--- src/rtl/page_pkg.sv ---
// Shared constants and types for the page read-back engine.
package page_pkg;

  localparam int AW_DEF = 8;
  localparam int DW_DEF = 8;

  typedef enum logic [1:0] {
    IDLE  = 2'd0,
    RUN   = 2'd1,
    DRAIN = 2'd2
  } state_e;

  // One prefetch buffer slot: the byte plus its end-of-burst flag.
  typedef struct packed {
    logic [DW_DEF-1:0] data;
    logic              last;
  } entry_t;

endpackage

--- src/rtl/page_ram.sv ---
// Simple dual-port page RAM: one write port, one registered read port.
// The read sees the pre-write contents on a same-address collision, and the
// array has no reset, so it maps directly onto a block RAM.
module page_ram #(
  parameter int AW = 8,
  parameter int DW = 8
) (
  input  logic          clk,
  input  logic          we,
  input  logic [AW-1:0] waddr,
  input  logic [DW-1:0] wdata,
  input  logic          re,
  input  logic [AW-1:0] raddr,
  output logic [DW-1:0] rdata
);

  logic [DW-1:0] mem [2**AW];
  logic [DW-1:0] rdata_q;

  // Write port and registered read port share the clock edge.
  always_ff @(posedge clk) begin
    if (we) mem[waddr] <= wdata;
    if (re) rdata_q <= mem[raddr];
  end

  assign rdata = rdata_q;

endmodule

--- src/rtl/page_reader.sv ---
// Streams a contiguous (wrapping) address range of the page RAM out as a
// valid/ready byte stream, using a 2-entry prefetch buffer to cover the
// one-cycle RAM read latency.
module page_reader
  import page_pkg::*;
#(
  parameter int AW = AW_DEF,
  parameter int DW = DW_DEF
) (
  input  logic          hw_clk,
  input  logic          hw_rst,
  input  logic          wr_en,
  input  logic [AW-1:0] wr_addr,
  input  logic [DW-1:0] wr_data,
  input  logic          start,
  input  logic [AW-1:0] start_addr,
  input  logic [AW-1:0] len_m1,
  output logic          out_valid,
  input  logic          out_ready,
  output logic [DW-1:0] out_data,
  output logic          out_last,
  output logic          busy,
  output logic          done
);

  state_e        state_q, state_d;
  logic [AW-1:0] rd_addr_q, rd_addr_d;
  logic [AW-1:0] rd_left_q, rd_left_d;
  logic          inflight_q, inflight_d;    // RAM read issued last cycle
  logic          infl_last_q, infl_last_d;  // that read is the burst's last byte
  entry_t        fifo_q [2];
  entry_t        fifo_d [2];
  logic          wptr_q, wptr_d;
  logic          rptr_q, rptr_d;
  logic [1:0]    cnt_q, cnt_d;
  logic          done_q, done_d;

  logic [DW-1:0] ram_rdata;
  logic          issue, pop, push;
  logic [1:0]    room_used;
  entry_t        head;

  page_ram #(.AW(AW), .DW(DW)) u_ram (
    .clk   (hw_clk),
    .we    (wr_en),
    .waddr (wr_addr),
    .wdata (wr_data),
    .re    (issue),
    .raddr (rd_addr_q),
    .rdata (ram_rdata)
  );

  assign head      = fifo_q[rptr_q];
  assign out_valid = (cnt_q != 2'd0);
  assign out_data  = head.data;
  assign out_last  = out_valid & head.last;
  assign busy      = (state_q != IDLE);
  assign done      = done_q;

  // Issue decision: count this cycle's pop as already freeing its slot so a
  // continuously-ready consumer gets one byte per cycle. Occupancy plus
  // in-flight never exceeds 2 after any edge, so the buffer cannot overflow.
  always_comb begin
    pop       = out_valid & out_ready;
    push      = inflight_q;
    room_used = cnt_q - {1'b0, pop} + {1'b0, push};
    issue     = (state_q == RUN) && (room_used < 2'd2);
  end

  // Burst FSM: address/length counters and the final-byte tag on reads.
  always_comb begin
    state_d     = state_q;
    rd_addr_d   = rd_addr_q;
    rd_left_d   = rd_left_q;
    inflight_d  = issue;
    infl_last_d = issue && (rd_left_q == '0);
    done_d      = pop && head.last;
    case (state_q)
      IDLE: begin
        if (start) begin
          state_d   = RUN;
          rd_addr_d = start_addr;
          rd_left_d = len_m1;
        end
      end
      RUN: begin
        if (issue) begin
          rd_addr_d = rd_addr_q + 1'b1;
          rd_left_d = rd_left_q - 1'b1;
          if (rd_left_q == '0) state_d = DRAIN;
        end
      end
      DRAIN: begin
        if (pop && head.last) state_d = IDLE;
      end
      default: state_d = IDLE;
    endcase
  end

  // Prefetch buffer: RAM output lands the cycle after its read was issued.
  always_comb begin
    fifo_d = fifo_q;
    wptr_d = wptr_q ^ push;
    rptr_d = rptr_q ^ pop;
    cnt_d  = cnt_q + {1'b0, push} - {1'b0, pop};
    if (push) begin
      fifo_d[wptr_q].data = ram_rdata;
      fifo_d[wptr_q].last = infl_last_q;
    end
  end

  // State registers; reset drops the buffer and any read in flight.
  always_ff @(posedge hw_clk) begin
    if (hw_rst) begin
      state_q     <= IDLE;
      rd_addr_q   <= '0;
      rd_left_q   <= '0;
      inflight_q  <= 1'b0;
      infl_last_q <= 1'b0;
      for (int i = 0; i < 2; i++) fifo_q[i] <= '0;
      wptr_q      <= 1'b0;
      rptr_q      <= 1'b0;
      cnt_q       <= 2'd0;
      done_q      <= 1'b0;
    end else begin
      state_q     <= state_d;
      rd_addr_q   <= rd_addr_d;
      rd_left_q   <= rd_left_d;
      inflight_q  <= inflight_d;
      infl_last_q <= infl_last_d;
      fifo_q      <= fifo_d;
      wptr_q      <= wptr_d;
      rptr_q      <= rptr_d;
      cnt_q       <= cnt_d;
      done_q      <= done_d;
    end
  end

endmodule

--- config.mk ---
export PLATFORM = sky130hd
export DESIGN_NAME = page_reader
export DESIGN_NICKNAME = d
export VERILOG_FILES = /design/src/rtl/page_pkg.sv /design/src/rtl/page_ram.sv /design/src/rtl/page_reader.sv
export SDC_FILE = /design/constraint.sdc
export NUM_CORES = 2
export LEC_CHECK = 0
export CORE_UTILIZATION = 60
export CTS_CLUSTER_SIZE = 12
export DETAILED_ROUTE_END_ITERATION = 8
export PLACE_DENSITY = 0.86
export SKIP_CTS_REPAIR_TIMING = 1
export SLEW_MARGIN = 20
export SYNTH_ARGS = -nofsm -noshare
export SYNTH_HDL_FRONTEND = slang
export SYNTH_SLANG_ARGS = --single-unit
--- constraint.sdc ---
create_clock -name hw_clk -period 6.8 [get_ports hw_clk]
set_clock_uncertainty 0.1 [all_clocks]
set_input_delay 2.04 -clock hw_clk [delete_from_list [all_inputs] [get_ports hw_clk]]
set_output_delay 2.04 -clock hw_clk [all_outputs]
set_load 0.02 [all_outputs]
==> impl_results.md <==
* Number of global-route vias before repair at 44000
* 1st-iter DRT viols at 8426
* Drt pass-1 iters at 7
* Vias/cell at 7.46
* Root Buffer: clkbuf_16
* Max Fanout on Critical Path at 10
* CTS Sinks at ~2100
* DRC at 0
* GPL Wtd Cong at ~0.92
* Main combinational cell family by area after synthesis: multiplexers
* Most common cell after layout, fill and taps aside: edfxtp_1
* Leak pwr at 27.5 nW
* Outcome: completed
* Total GRT Usage at 32.8%
* Post-Syn Nets at between 4000 and 5000
* NumNets Final at 4126
* Mean Syn Cell Area at between 20 and 25 sq um
* # IOs at between 40 and 50
* Setup_tns at 0 ps
* Post-synthesis mux area share at 16.2%
* Max-slew violations at 0
* Die area at between 100000 and 150000 sq um
* Worst-path cell chain: clkdlybuf4s50_1, nor2b_1, nand3_1, buf_4, nor2_1
* Synth area leader: edfxtp_1
* Synth cell types at 64
* Syn. warnings at 0
* Net Sw Frac at 24.2%
* Htree depth at 4
* Synth Area in Compound Gates at 2.84%
* Layout cell share with drive strength beyond 1 at 20.0%
* Tmin final at 5030 ps
* First-pass GRT wire length at 316 mm
* Kind of critical path: in -> reg
* DP Area at ~85000 sq um
* CTS max path bufs at 3
* CP startpoint kind: primary input
* Top cell type's share of synthesized area at 75.1%
* Ys async rst share at 0%
* Mapped Cells at 3974
* Antenna violations before repair at 13
* Number of synthesized flops with an enable pin at roughly 2100
* Post-Synth Simple-Gate Area at under 10%
* Core region area at 136000 sq um
* I/O Buffers at 48
* Max VDD drop at 0.000343 V
* Highest-count cells in the layout ignoring fill and taps: edfxtp_1 (2056), mux4_2 (471), nor2_1 (314)
* Relative slew slack at 19.0%
* Hold Path Class: reg -> reg
* CP endpoint kind: flop
* Switching pwr at 6.63 mW
* Antenna viol nets, final at 0
* Clk pwr share at a little over a third
* Slowest CP cell: nand3_1
* Final setup fails at 0
* Synth Register Bits at ~2100
* Seq/Total Area, Yosys at 76.1%
* Critical Path AT at 5380 ps
* Initial Utilization at 60.6%
* WL per Instance at between 30 and 40 um
* Worst skew pair latency at 860 ps
* Power density cells at 304 nW/um^2
* Fmax at 199 MHz
* Via count of the routed design at 44400
* Die Y at 372 um
* Max-capacitance violation count at 0
* RSZ-0062 raised after global routing: no
* Synth Flop Type: edfxtp_1
* Largest net degree at the start of global routing at 169
* TritonCTS Buffers at approximately 200
* Worst Path Required at 7150 ps
* Top cells by area, synth: edfxtp_1 (75%), mux4_2 (13%), mux2i_1 (2.5%), nor2_1 (1.4%), dfxtp_1 (1.0%)
* Logic pwr share at 11.1%
* Post-Syn Area at 82300 sq um
* Worst-path clk slew at 60 ps
* Die W at approximately 370 um
* Register share of total power at between 50 and 60%
* CTS tree: built
* Num rows at around 140
* Worst-margin pin slew at 1210 ps
* Fin crit share at 73.9%
* Hold Violations, Final at 0
* WL final at 223 mm
* Post-route cell area at 90100 sq um
* Congestion Overflow GR at 0
* Filler Cell Count at 7882
* Fraction of synthesized cell area in xor and xnor cells at 0.0213%
* Area growth from synthesis to layout at 9.56%
* Synth Area in Adders at 0.0913%
* Worst path max stage delay at approximately 830 ps
* Dpl hpwl at 125 mm
* P_int at 20.8 mW
[Yosys cell counts, types with 4 or more instances]
library cell  count
buf_12            8
buf_8             8
nand4_1          11
nand3_1          45
a211oi_1         17
inv_1            11
buf_2            63
mux2_2            9
a31oi_1           8
a21o_1            8
buf_4            18
o22ai_1          22
nand2b_1          9
clkbuf_1        100
mux4_2          471
and3_1            4
dfxtp_1          43
mux4_1           21
o21ai_1           5
nor3_1           20
buf_6            31
a221oi_1         22
o21ai_0          46
a22o_1            4
a222oi_1          6
a221oi_2          5
nand2_1         118
o221ai_1         20
a211o_1           5
and2_1            4
nor2_1          315
ha_1              6
mux2i_1         206
edfxtp_1       2056
buf_1            17
a21oi_1          93
a22oi_1          38
o211ai_1         10
nor2b_1          20
a2111oi_0         6
[metrics by stage]
step	total power, mW	std cells	hold slack [ps]	util (%)	worst slack, ps
after global placement	17.4	5661	358	62.2	1220
after detailed placement	17.5	5661	365	62.2	1090
after floorplan	16.4	3974	346	-	2840
after CTS	27.3	5935	375	66.3	1820
final	27.4	5947	371	66.4	1770
after global routing	27.9	5937	407	66.3	1880
[final timing paths]
kind,from,to,slack (ps),cells after the start
setup / recovery,wr_addr[1],u_ram.mem[106][7]$_DFFE_PP_,1770,5
hold / removal,fifo_q[9]$_SDFFE_PP0P_,fifo_q[9]$_SDFFE_PP0P_,370,2
setup reg to reg,rd_addr_q[2]$_SDFFE_PP0P_,u_ram.rdata[3]$_DFFE_PP_,1930,9
hold reg to reg,fifo_q[9]$_SDFFE_PP0P_,fifo_q[9]$_SDFFE_PP0P_,370,2
[metal layers]
| metal | wire, um | track usage, % |
|---|---|---|
| met5 | 123 | 0.769 |
| met4 | 14800 | 18.1 |
| met3 | 34000 | 11.0 |
| met2 | 102000 | 49.7 |
| met1 | 71500 | 42.0 |
[cells by family after synthesis]
group / Yosys count
xor gates and xnor gates: 2
AOI/OAI and AO/OA: 343
and+or+nand+nor: 557
DFF: 2099
muxes: 707
adders and majority gates: 6
buffers and inverters: 260
[sequential cells by signal, indices dropped and copies added, names as in the netlist]
name / count
state_q: 2
rd_addr_q: 8
fifo_q: 18
rptr_q: 1
inflight_q: 1
u_ram.mem: 2048
infl_last_q: 1
u_ram.rdata: 8
wptr_q: 1
cnt_q: 2
rd_left_q: 8
done: 1
[power groups by stage]
| stage | clock (mW) | combinational [mW] | sequential (mW) |
|---|---|---|---|
| after floorplan | 0 | 1.86 | 14.6 |
| after global placement | 0 | 2.81 | 14.6 |
| after detailed placement | 0 | 2.89 | 14.6 |
| after CTS | 10.0 | 2.95 | 14.4 |
| after global routing | 10.5 | 3.09 | 14.4 |
| final | 10.0 | 3.05 | 14.4 |
[final cells by class]
| type | count | area, sq um | area share, % |
|---|---|---|---|
| flip-flops and latches | 2099 | 62600 | 69.5 |
| multi-input cells | 1615 | 18100 | 20.1 |
| clock buffers | 247 | 5250 | 5.82 |
| well taps | 1781 | 2230 | 2.47 |
| repair buffers | 153 | 1540 | 1.71 |
| clock inverters | 27 | 302 | 0.335 |
| inverters | 15 | 58.8 | 0.0652 |
| diodes | 10 | 25.0 | 0.0278 |
[critical path: cells and delay by family]
family,cells,cell delay (ps)
AND/OR/NAND/NOR,3,2110
buffers and inverters,2,1210
Power figures use the tool's default switching activity.
